===== src/rtl/cook_timer_pkg.sv =====
// Shared definitions for the cook timer: FSM state encoding, BCD digit limits
// and a wrapping BCD digit increment helper.
package cook_timer_pkg;

  typedef enum logic [1:0] {
    IDLE  = 2'd0,
    RUN   = 2'd1,
    PAUSE = 2'd2,
    ALARM = 2'd3
  } state_e;

  localparam logic [3:0] BCD_MAX_SEC10 = 4'd5;
  localparam logic [3:0] BCD_MAX_DIG   = 4'd9;

  // Increment one BCD digit, wrapping to 0 after max_val.
  function automatic logic [3:0] bcd_inc(input logic [3:0] d, input logic [3:0] max_val);
    return (d >= max_val) ? 4'd0 : d + 4'd1;
  endfunction

endpackage


===== src/rtl/cook_timer_ctrl_if.sv =====
// Command/status bundle between the cook timer FSM (master) and the mm:ss
// BCD counter (slave).
interface cook_timer_ctrl_if;
  logic       load;
  logic       inc_min;
  logic       inc_sec;
  logic       dec_tick;
  logic [3:0] min10;
  logic [3:0] min1;
  logic [3:0] sec10;
  logic [3:0] sec1;
  logic       zero;
  logic       one;

  modport master (
    output load, inc_min, inc_sec, dec_tick,
    input  min10, min1, sec10, sec1, zero, one
  );

  modport slave (
    input  load, inc_min, inc_sec, dec_tick,
    output min10, min1, sec10, sec1, zero, one
  );
endinterface


===== src/rtl/cook_timer_ctrl_bcd_mmss_updown.sv =====
// Registered mm:ss BCD counter: load clears to 00:00, independent wrapping
// minute/second increments, and a one-second borrowing decrement.
module bcd_mmss_updown
  import cook_timer_pkg::*;
(
  input  logic              clk,
  input  logic              reset_p,
  cook_timer_ctrl_if.slave  bus
);

  logic [3:0] min10_q, min1_q, sec10_q, sec1_q;
  logic [3:0] min10_d, min1_d, sec10_d, sec1_d;
  logic       zero_w;

  assign zero_w = (min10_q == 4'd0) && (min1_q == 4'd0) &&
                  (sec10_q == 4'd0) && (sec1_q == 4'd0);

  always_comb begin
    min10_d = min10_q;
    min1_d  = min1_q;
    sec10_d = sec10_q;
    sec1_d  = sec1_q;
    if (bus.load) begin
      min10_d = 4'd0;
      min1_d  = 4'd0;
      sec10_d = 4'd0;
      sec1_d  = 4'd0;
    end else if (bus.dec_tick && !zero_w) begin
      // Borrow ripples sec1 -> sec10 -> min1 -> min10.
      if (sec1_q != 4'd0) begin
        sec1_d = sec1_q - 4'd1;
      end else begin
        sec1_d = BCD_MAX_DIG;
        if (sec10_q != 4'd0) begin
          sec10_d = sec10_q - 4'd1;
        end else begin
          sec10_d = BCD_MAX_SEC10;
          if (min1_q != 4'd0) begin
            min1_d = min1_q - 4'd1;
          end else begin
            min1_d  = BCD_MAX_DIG;
            min10_d = min10_q - 4'd1;
          end
        end
      end
    end else begin
      // Seconds wrap 59 -> 00 without touching minutes.
      if (bus.inc_sec) begin
        sec1_d = bcd_inc(sec1_q, BCD_MAX_DIG);
        if (sec1_q >= BCD_MAX_DIG) sec10_d = bcd_inc(sec10_q, BCD_MAX_SEC10);
      end
      if (bus.inc_min) begin
        min1_d = bcd_inc(min1_q, BCD_MAX_DIG);
        if (min1_q >= BCD_MAX_DIG) min10_d = bcd_inc(min10_q, BCD_MAX_DIG);
      end
    end
  end

  always_ff @(posedge clk) begin
    if (reset_p) begin
      min10_q <= 4'd0;
      min1_q  <= 4'd0;
      sec10_q <= 4'd0;
      sec1_q  <= 4'd0;
    end else begin
      min10_q <= min10_d;
      min1_q  <= min1_d;
      sec10_q <= sec10_d;
      sec1_q  <= sec1_d;
    end
  end

  assign bus.min10 = min10_q;
  assign bus.min1  = min1_q;
  assign bus.sec10 = sec10_q;
  assign bus.sec1  = sec1_q;
  assign bus.zero  = zero_w;
  assign bus.one   = (min10_q == 4'd0) && (min1_q == 4'd0) &&
                     (sec10_q == 4'd0) && (sec1_q == 4'd1);

endmodule


===== src/rtl/cook_timer_ctrl.sv =====
// Kitchen countdown timer FSM (IDLE/RUN/PAUSE/ALARM) driving a BCD mm:ss counter.
// Optional alarm auto-clear after ALARM_SEC seconds: COOK_TIMER_ALARM_TIMEOUT_EN.
module cook_timer_ctrl
  import cook_timer_pkg::*;
#(
  parameter int ALARM_SEC = 10
) (
  input  logic       clk,
  input  logic       reset_p,
  input  logic       clk_sec,
  input  logic       btn_start,
  input  logic       btn_inc_min,
  input  logic       btn_inc_sec,
  input  logic       btn_clear,
  output logic [3:0] min10,
  output logic [3:0] min1,
  output logic [3:0] sec10,
  output logic [3:0] sec1,
  output logic       running,
  output logic       alarm,
  output logic       done_pulse
);

  cook_timer_ctrl_if bcd_bus ();

  bcd_mmss_updown u_bcd (
    .clk     (clk),
    .reset_p (reset_p),
    .bus     (bcd_bus.slave)
  );

  state_e state_q, state_d;
  logic   running_q, alarm_q, done_q;
  logic   load_w, inc_min_w, inc_sec_w, dec_w;
  logic   any_btn_w, timeout_hit_w;

  assign any_btn_w = btn_start | btn_inc_min | btn_inc_sec | btn_clear;

`ifdef COOK_TIMER_ALARM_TIMEOUT_EN
  localparam int CNT_W = $clog2(ALARM_SEC + 1);
  logic [CNT_W-1:0] alarm_cnt_q;

  assign timeout_hit_w = (state_q == ALARM) && clk_sec &&
                         (alarm_cnt_q == CNT_W'(ALARM_SEC - 1));

  // Held at zero outside ALARM, so every ALARM entry starts a fresh count.
  always_ff @(posedge clk) begin
    if (reset_p || (state_q != ALARM)) begin
      alarm_cnt_q <= '0;
    end else if (clk_sec) begin
      alarm_cnt_q <= alarm_cnt_q + 1'b1;
    end
  end
`else
  logic unused_alarm_sec;
  assign unused_alarm_sec = (ALARM_SEC != 0);
  assign timeout_hit_w    = 1'b0;
`endif

  always_comb begin
    state_d   = state_q;
    load_w    = 1'b0;
    inc_min_w = 1'b0;
    inc_sec_w = 1'b0;
    dec_w     = 1'b0;
    if (btn_clear) begin
      state_d = IDLE;
      load_w  = 1'b1;
    end else begin
      case (state_q)
        IDLE: begin
          if (btn_start) begin
            if (!bcd_bus.zero) state_d = RUN;
          end else begin
            inc_min_w = btn_inc_min;
            inc_sec_w = btn_inc_sec;
          end
        end
        RUN: begin
          // A pause press swallows a coincident second tick.
          if (btn_start) begin
            state_d = PAUSE;
          end else if (clk_sec) begin
            dec_w = 1'b1;
            if (bcd_bus.one) state_d = ALARM;
          end
        end
        PAUSE: begin
          if (btn_start) state_d = RUN;
        end
        ALARM: begin
          if (any_btn_w || timeout_hit_w) state_d = IDLE;
        end
        default: state_d = IDLE;
      endcase
    end
  end

  assign bcd_bus.load     = load_w;
  assign bcd_bus.inc_min  = inc_min_w;
  assign bcd_bus.inc_sec  = inc_sec_w;
  assign bcd_bus.dec_tick = dec_w;

  always_ff @(posedge clk) begin
    if (reset_p) begin
      state_q   <= IDLE;
      running_q <= 1'b0;
      alarm_q   <= 1'b0;
      done_q    <= 1'b0;
    end else begin
      state_q   <= state_d;
      running_q <= (state_d == RUN);
      alarm_q   <= (state_d == ALARM);
      done_q    <= (state_q == RUN) && (state_d == ALARM);
    end
  end

  assign min10      = bcd_bus.min10;
  assign min1       = bcd_bus.min1;
  assign sec10      = bcd_bus.sec10;
  assign sec1       = bcd_bus.sec1;
  assign running    = running_q;
  assign alarm      = alarm_q;
  assign done_pulse = done_q;

endmodule

===== config.mk =====
export PLATFORM = sky130hd
export DESIGN_NAME = cook_timer_ctrl
export DESIGN_NICKNAME = d
export VERILOG_FILES = /design/src/rtl/cook_timer_pkg.sv /design/src/rtl/cook_timer_ctrl_if.sv /design/src/rtl/cook_timer_ctrl_bcd_mmss_updown.sv /design/src/rtl/cook_timer_ctrl.sv
export SDC_FILE = /design/constraint.sdc
export NUM_CORES = 1
export LEC_CHECK = 0
export CAP_MARGIN = 25
export CORE_MARGIN = 2
export CORE_UTILIZATION = 35
export CTS_CLUSTER_DIAMETER = 120
export DETAILED_ROUTE_END_ITERATION = 10
export PLACE_DENSITY = 0.63
export SYNTH_ARGS = -nofsm -noshare
export SYNTH_HDL_FRONTEND = slang
export SYNTH_SLANG_ARGS = --single-unit
export TNS_END_PERCENT = 100

===== constraint.sdc =====
create_clock -name clk -period 6.92 [get_ports clk]
set_clock_uncertainty 0.1 [all_clocks]
set_input_delay 1.038 -clock clk [delete_from_list [all_inputs] [get_ports clk]]
set_output_delay 1.038 -clock clk [all_outputs]
set_load 0.005 [all_outputs]

# Word level (Yosys, flattened, before mapping)
# Index checks and enable logic that the tools add are counted.
# W data, S select, Z words.
# word_totals
word_cells,98
inputBits,7
register_bits,21
output_inout_bits,19
# classes
n_lt_le_gt_ge,4
n_mux,43
n_eq_ne,9
n_bitwise,3
reduce_logical,23
add_sub_neg,8
# ops
operator,count
$mux W4,23
$add A4 B1 Y4 const B,4
$logic_not A4 Y1,4
$mux W2,8
$sub A4 B1 Y4 const B,4
$ge A4 B4 Y1 const B,3
$reduce_bool A4 Y1,3
$mux W1,11
$pmux W2 S4,1
$reduce_bool A2 Y1,4
$eq A2 B2 Y1 const B,3
$logic_and A1 B1 Y1,6
$ne A2 B2 Y1 const B,3
$reduce_and A3 Y1,2
$reduce_and A5 Y1,1
$eq A2 B1 Y1 const B,2
$eq A4 B1 Y1 const B,1
$ge A4 B3 Y1 const B,1
$or A1 B1 Y1,3
$logic_not A2 Y1,1
$reduce_or A2 Y1,1
$logic_not A1 Y1,1

# Depth between registers and ports, before layout
# logic_depth
word_depth,11
ltp_mapped,9
ltp_nobuf,8

# Cells and area by module
# Synthesis repeated with hierarchy kept, for this count alone.
# unflattened
cells_unflattened,209
area_unflattened_um2,1730.4
# modules_own_cells
mod,area_each_um2,n_inst,seq_area_each_um2,cells_per_inst
bcd_mmss_updown,1486.4,1,320.3,181
cook_timer_ctrl,244.0,1,100.1,28

# Worst setup path after synthesis
# No wires, ideal clock.
# synth_path
path_kind,input-to-reg
from,input btn_clear
to,register u_bcd.sec1_q[2] (netlist: u_bcd.bus.sec1[2])
setup_ps,79
slack_ps,4301
cell_stages,7
t_arrival_ps,2440
path_cell_list,or3_4 > or2_1 > buf_2 > o22ai_1 > a22o_1 > o221ai_1 > a211oi_2
# synth_between
elab_chain_len,3
elab_cells_between_ends,7
classes_between,mux (4); reduce/logical (3)
# synth_lines
item,line_no,source
start: declaration,cook_timer_ctrl.sv:14,"input logic btn_clear,"
$mux W1,cook_timer_ctrl.sv:66,if (btn_clear) begin
$logic_and A1 B1 Y1,cook_timer_ctrl_bcd_mmss_updown.sv:28,end else if (bus.dec_tick && !zero_w) begin
$mux W4 / $reduce_bool A2 Y1 (equally long branches),-,
end signal: assignment,cook_timer_ctrl_bcd_mmss_updown.sv:64,sec1_q <= 4'd0;
end signal: assignment,cook_timer_ctrl_bcd_mmss_updown.sv:69,sec1_q <= sec1_d;
end: declaration,cook_timer_ctrl_bcd_mmss_updown.sv:11,"logic [3:0] min10_q, min1_q, sec10_q, sec1_q;"
# Several ways; a longest one is shown, not always the timed one.
# A chain may end at the register's enable or synchronous reset.

# Final worst setup path
# layout_path
from,input btn_clear
to,register u_bcd.min10_q[3] (netlist: u_bcd.bus.min10[3])
# layout_between
elab_chain_len,4
elab_cells_between_ends,12
classes_between,eq/ne (3); mux (4); reduce/logical (5)
# layout_lines
item,line_no,source
$mux W1,cook_timer_ctrl.sv:66,
$logic_and A1 B1 Y1,cook_timer_ctrl_bcd_mmss_updown.sv:28,
$ne A2 B2 Y1 (no source line) / $reduce_bool A2 Y1 (equally long branches),-,
$reduce_and A5 Y1 (no source line),-,
end signal: assignment,cook_timer_ctrl_bcd_mmss_updown.sv:66,min10_q <= min10_d;
end: declaration,cook_timer_ctrl_bcd_mmss_updown.sv:11,
# Several ways; a longest one is shown, not always the timed one.

==> impl_metrics.tcl <==
set metrics [dict create \
    hold_buffers 0 \
    diodes 0 \
    crit_path_max_incr_delay_ns 0.50 \
    postPlaceCellArea_mm2 0.00197 \
    nets 254 \
    vdd_ir_drop_max_mv 0.107 \
    cts_buffers 3 \
    post-cts-setup-buffer-count 0 \
    post-route-period-util 0.477 \
    syn_area_per_cell_um2 7.97 \
    grt_pass1_vias 1537 \
    ff2ff_path_depth 8 \
    powerDensity_mw_per_mm2 117 \
    cp.arrival_ns 3.34 \
    dp.cells 283 \
    finalWorstSetupSlack_ns 3.62 \
    synth_flop_cell "dfxtp_1" \
    hold_start "state_q[0]$_SDFF_PP0_" \
    tns_ns 0 \
    p_leak_nw 0.779 \
    async_reset_ff_frac 0 \
    synthesis.nets 233 \
    cp_top_family "simple AND/OR/NAND/NOR gates" \
    vias_per_cell 5.60 \
    final_util 0.429 \
    dieArea_mm2 0.00542 \
    total_power_mw 0.236 \
    vias 1607 \
    fmax_ghz 0.303 \
    ys_seq_area_frac 0.248 \
    gp_congestion 0.852 \
    ys_warn_count 0 \
    rows 25 \
    clock_path_buffers 2 \
    core_mm2 0.00469 \
    holdWs_ns 0.441 \
    synthCells 213 \
    clk_pin_slew_worst_paths_ns 0.08 \
    critPathBufInv 1 \
    stdcell_count 287 \
    drive_above_1_share 0.0773 \
    grt_pass1_wl_mm 7.07 \
    synth-seq-cells 21 \
    routedWlPerCell_um 14.0 \
    final_area_mm2 0.00201 \
    drt_wl_total_mm 4.02 \
    fp.dieW_um 73.7 \
    drt_iter0_drc 68 \
    crit_fanout 17 \
    insertion_delay_ns 0.26 \
    start_util 0.362 \
    synth.distinct_cells 56 \
    hold_viol_final 0 \
    status "finished clean" \
    cp-end-kind "flop" \
    crit-reg2reg-launch "u_bcd.bus.min1[0]$_SDFFE_PP0P_" \
    cts-root-buf "clkbuf_8" \
    hold_class "flop to flop" \
    worstPathRequired_ns 6.96 \
    pre_cts_slack_ns 3.34 \
    areaGrowthSynthToFinish_pct 18.5 \
    rr_endpoint "u_bcd.bus.min1[2]$_SDFFE_PP0P_" \
    crit_chain "clkdlybuf4s50_1 > or3_4 > nor2_4 > nand2_1 > or3_1 > a32oi_1 > a211oi_1" \
    grt_overflow 0 \
    whs_path_depth 1 \
    critPathKind "input port to flop" \
    period_minus_slack_ns 3.30 \
    synth_edf_count 0 \
    port_buffers 25 \
    clock_sink_count 21 \
    cts_tree "yes" \
    cp-start-kind "input port" \
    grt_usage 0.163 \
    rrSetupSlack_ns 4.36 \
    cts_resized 0 \
    holdPathEnd "done_pulse$_SDFF_PP0_" \
    rsz0062_at_grt "no" \
    grt_max_degree 18 \
    setup_viol 0 \
    worstMarginPinSlew_ns 0.712 \
    route.detailed.drc 0 \
    relSlewSlack 0.521 \
    drv_cap 0 \
    dieHeight_um 73.7 \
    netlist_area_mm2 0.00170 \
    htreeDepth 1 \
    antenna_found_initial 0 \
    hpwl_mm 2.91 \
    finalMaxSlewViolations 0 \
    drt-pass1-iter-count 4 \
    ios 26 \
    crit_slowest_cell "clkdlybuf4s50_1" \
    antenna_left 0 \
]
-- routing by layer --
| metal | wire length, µm | up-vias | global-route usage |
|---|---|---|---|
| li1 | - | 827 | - |
| met1 | 1990 | 748 | 0.219 |
| met2 | 1880 | 30 | 0.275 |
| met3 | 131 | 2 | 0.0302 |
| met4 | 17 | 0 | 0.0242 |
| met5 | 0 | - | 0 |
-- synth_stat cells, drive strengths merged, types with 2 or more instances --
cell type	number	area (µm²)
nand3	5	25.0
a21oi	14	70.1
clkbuf	2	7.51
nand4	3	25.0
or3	6	42.5
and2	3	21.3
o22ai	2	12.5
dfxtp	21	420
nand3b	3	22.5
nand2	18	67.6
o31ai	2	15.0
o211ai	3	22.5
or2	3	18.8
nor2	18	75.1
nor3	13	65.1
nor4	2	12.5
o21bai	2	15.0
o32ai	2	17.5
nor2b	5	31.3
ha	13	163
inv	14	52.6
a21o	2	22.5
mux2i	2	20.0
and3	3	18.8
a211oi	10	85.1
a31oi	4	25.0
buf	7	41.3
or3b	2	17.5
o21ai	8	40.0
nor3b	6	83.8
-- power by group --
part           switching, mW  total (mW)  internal (mW)
sequential           0.00222       0.124          0.122
combinational         0.0150      0.0283         0.0133
clock                 0.0423      0.0833         0.0410
-- state kept, by name, indices dropped and copies added (netlist names) --
name	flops
alarm	1
u_bcd.bus.sec1	4
done_pulse	1
u_bcd.bus.min1	4
u_bcd.bus.sec10	4
state_q	2
u_bcd.bus.min10	4
running	1
-- final cells by class --
cell class / instances / area [µm²]
fillers: 498 / 2680
clock buffers: 4 / 45.0
multi-input cells: 169 / 1180
well taps: 54 / 67.6
inverters: 14 / 52.6
flip-flops and latches: 21 / 420
repair buffers: 25 / 250
-- worst register-to-register path, delay by kind of cell (launching register included) --
family                   cells  cell delay [ns]
AO/OA/AOI/OAI                2             0.42
adder cells (fa/ha/maj)      1             0.25
buffers and inverters        1             0.11
flip-flops                   1             0.39
AND/OR/NAND/NOR              4             1.21
-- layout by cell type, fill, tap and decap left out, drive strengths merged, types with 3 or more instances in the layout --
| cell | count |
|---|---|
| or3 | 6 |
| ha | 13 |
| nor2b | 5 |
| nand4 | 3 |
| nand3b | 3 |
| inv | 14 |
| nand2 | 18 |
| nor3b | 6 |
| nor3 | 13 |
| a211oi | 10 |
| dfxtp | 21 |
| o21ai | 8 |
| clkdlybuf4s50 | 25 |
| o211ai | 3 |
| a21oi | 14 |
| nor2 | 18 |
| nand3 | 5 |
| or2 | 3 |
| clkbuf | 4 |
| and2 | 3 |
| and3 | 3 |
| a31oi | 4 |
-- how the worst max path moves through the flow --
stage,to,cells past startpoint,startpoint
3_3_place_gp,u_bcd.bus.min10[3]$_SDFFE_PP0P_,7,btn_clear
3_5_place_dp,u_bcd.bus.min10[3]$_SDFFE_PP0P_,7,btn_clear
6_report,u_bcd.bus.min10[3]$_SDFFE_PP0P_,7,btn_clear
4_1_cts,u_bcd.bus.min10[3]$_SDFFE_PP0P_,7,btn_clear
2_1_floorplan,u_bcd.bus.sec1[2]$_SDFFE_PP0P_,7,btn_clear
5_1_grt,u_bcd.bus.min10[3]$_SDFFE_PP0P_,7,btn_clear
-- cells by family (layout without fill, tap and decap cells) --
logic type | count (synthesis) | in the layout | synth area share
buffers and inverters | 23 | 43 | 0.0597
AND/OR/NAND/NOR | 92 | 92 | 0.320
adder cells (fa/ha/maj) | 13 | 13 | 0.0958
multiplexers | 2 | 2 | 0.0118
AO/OA/AOI/OAI | 62 | 62 | 0.265
flip-flops | 21 | 21 | 0.248
Power figures use the tool's default switching activity.
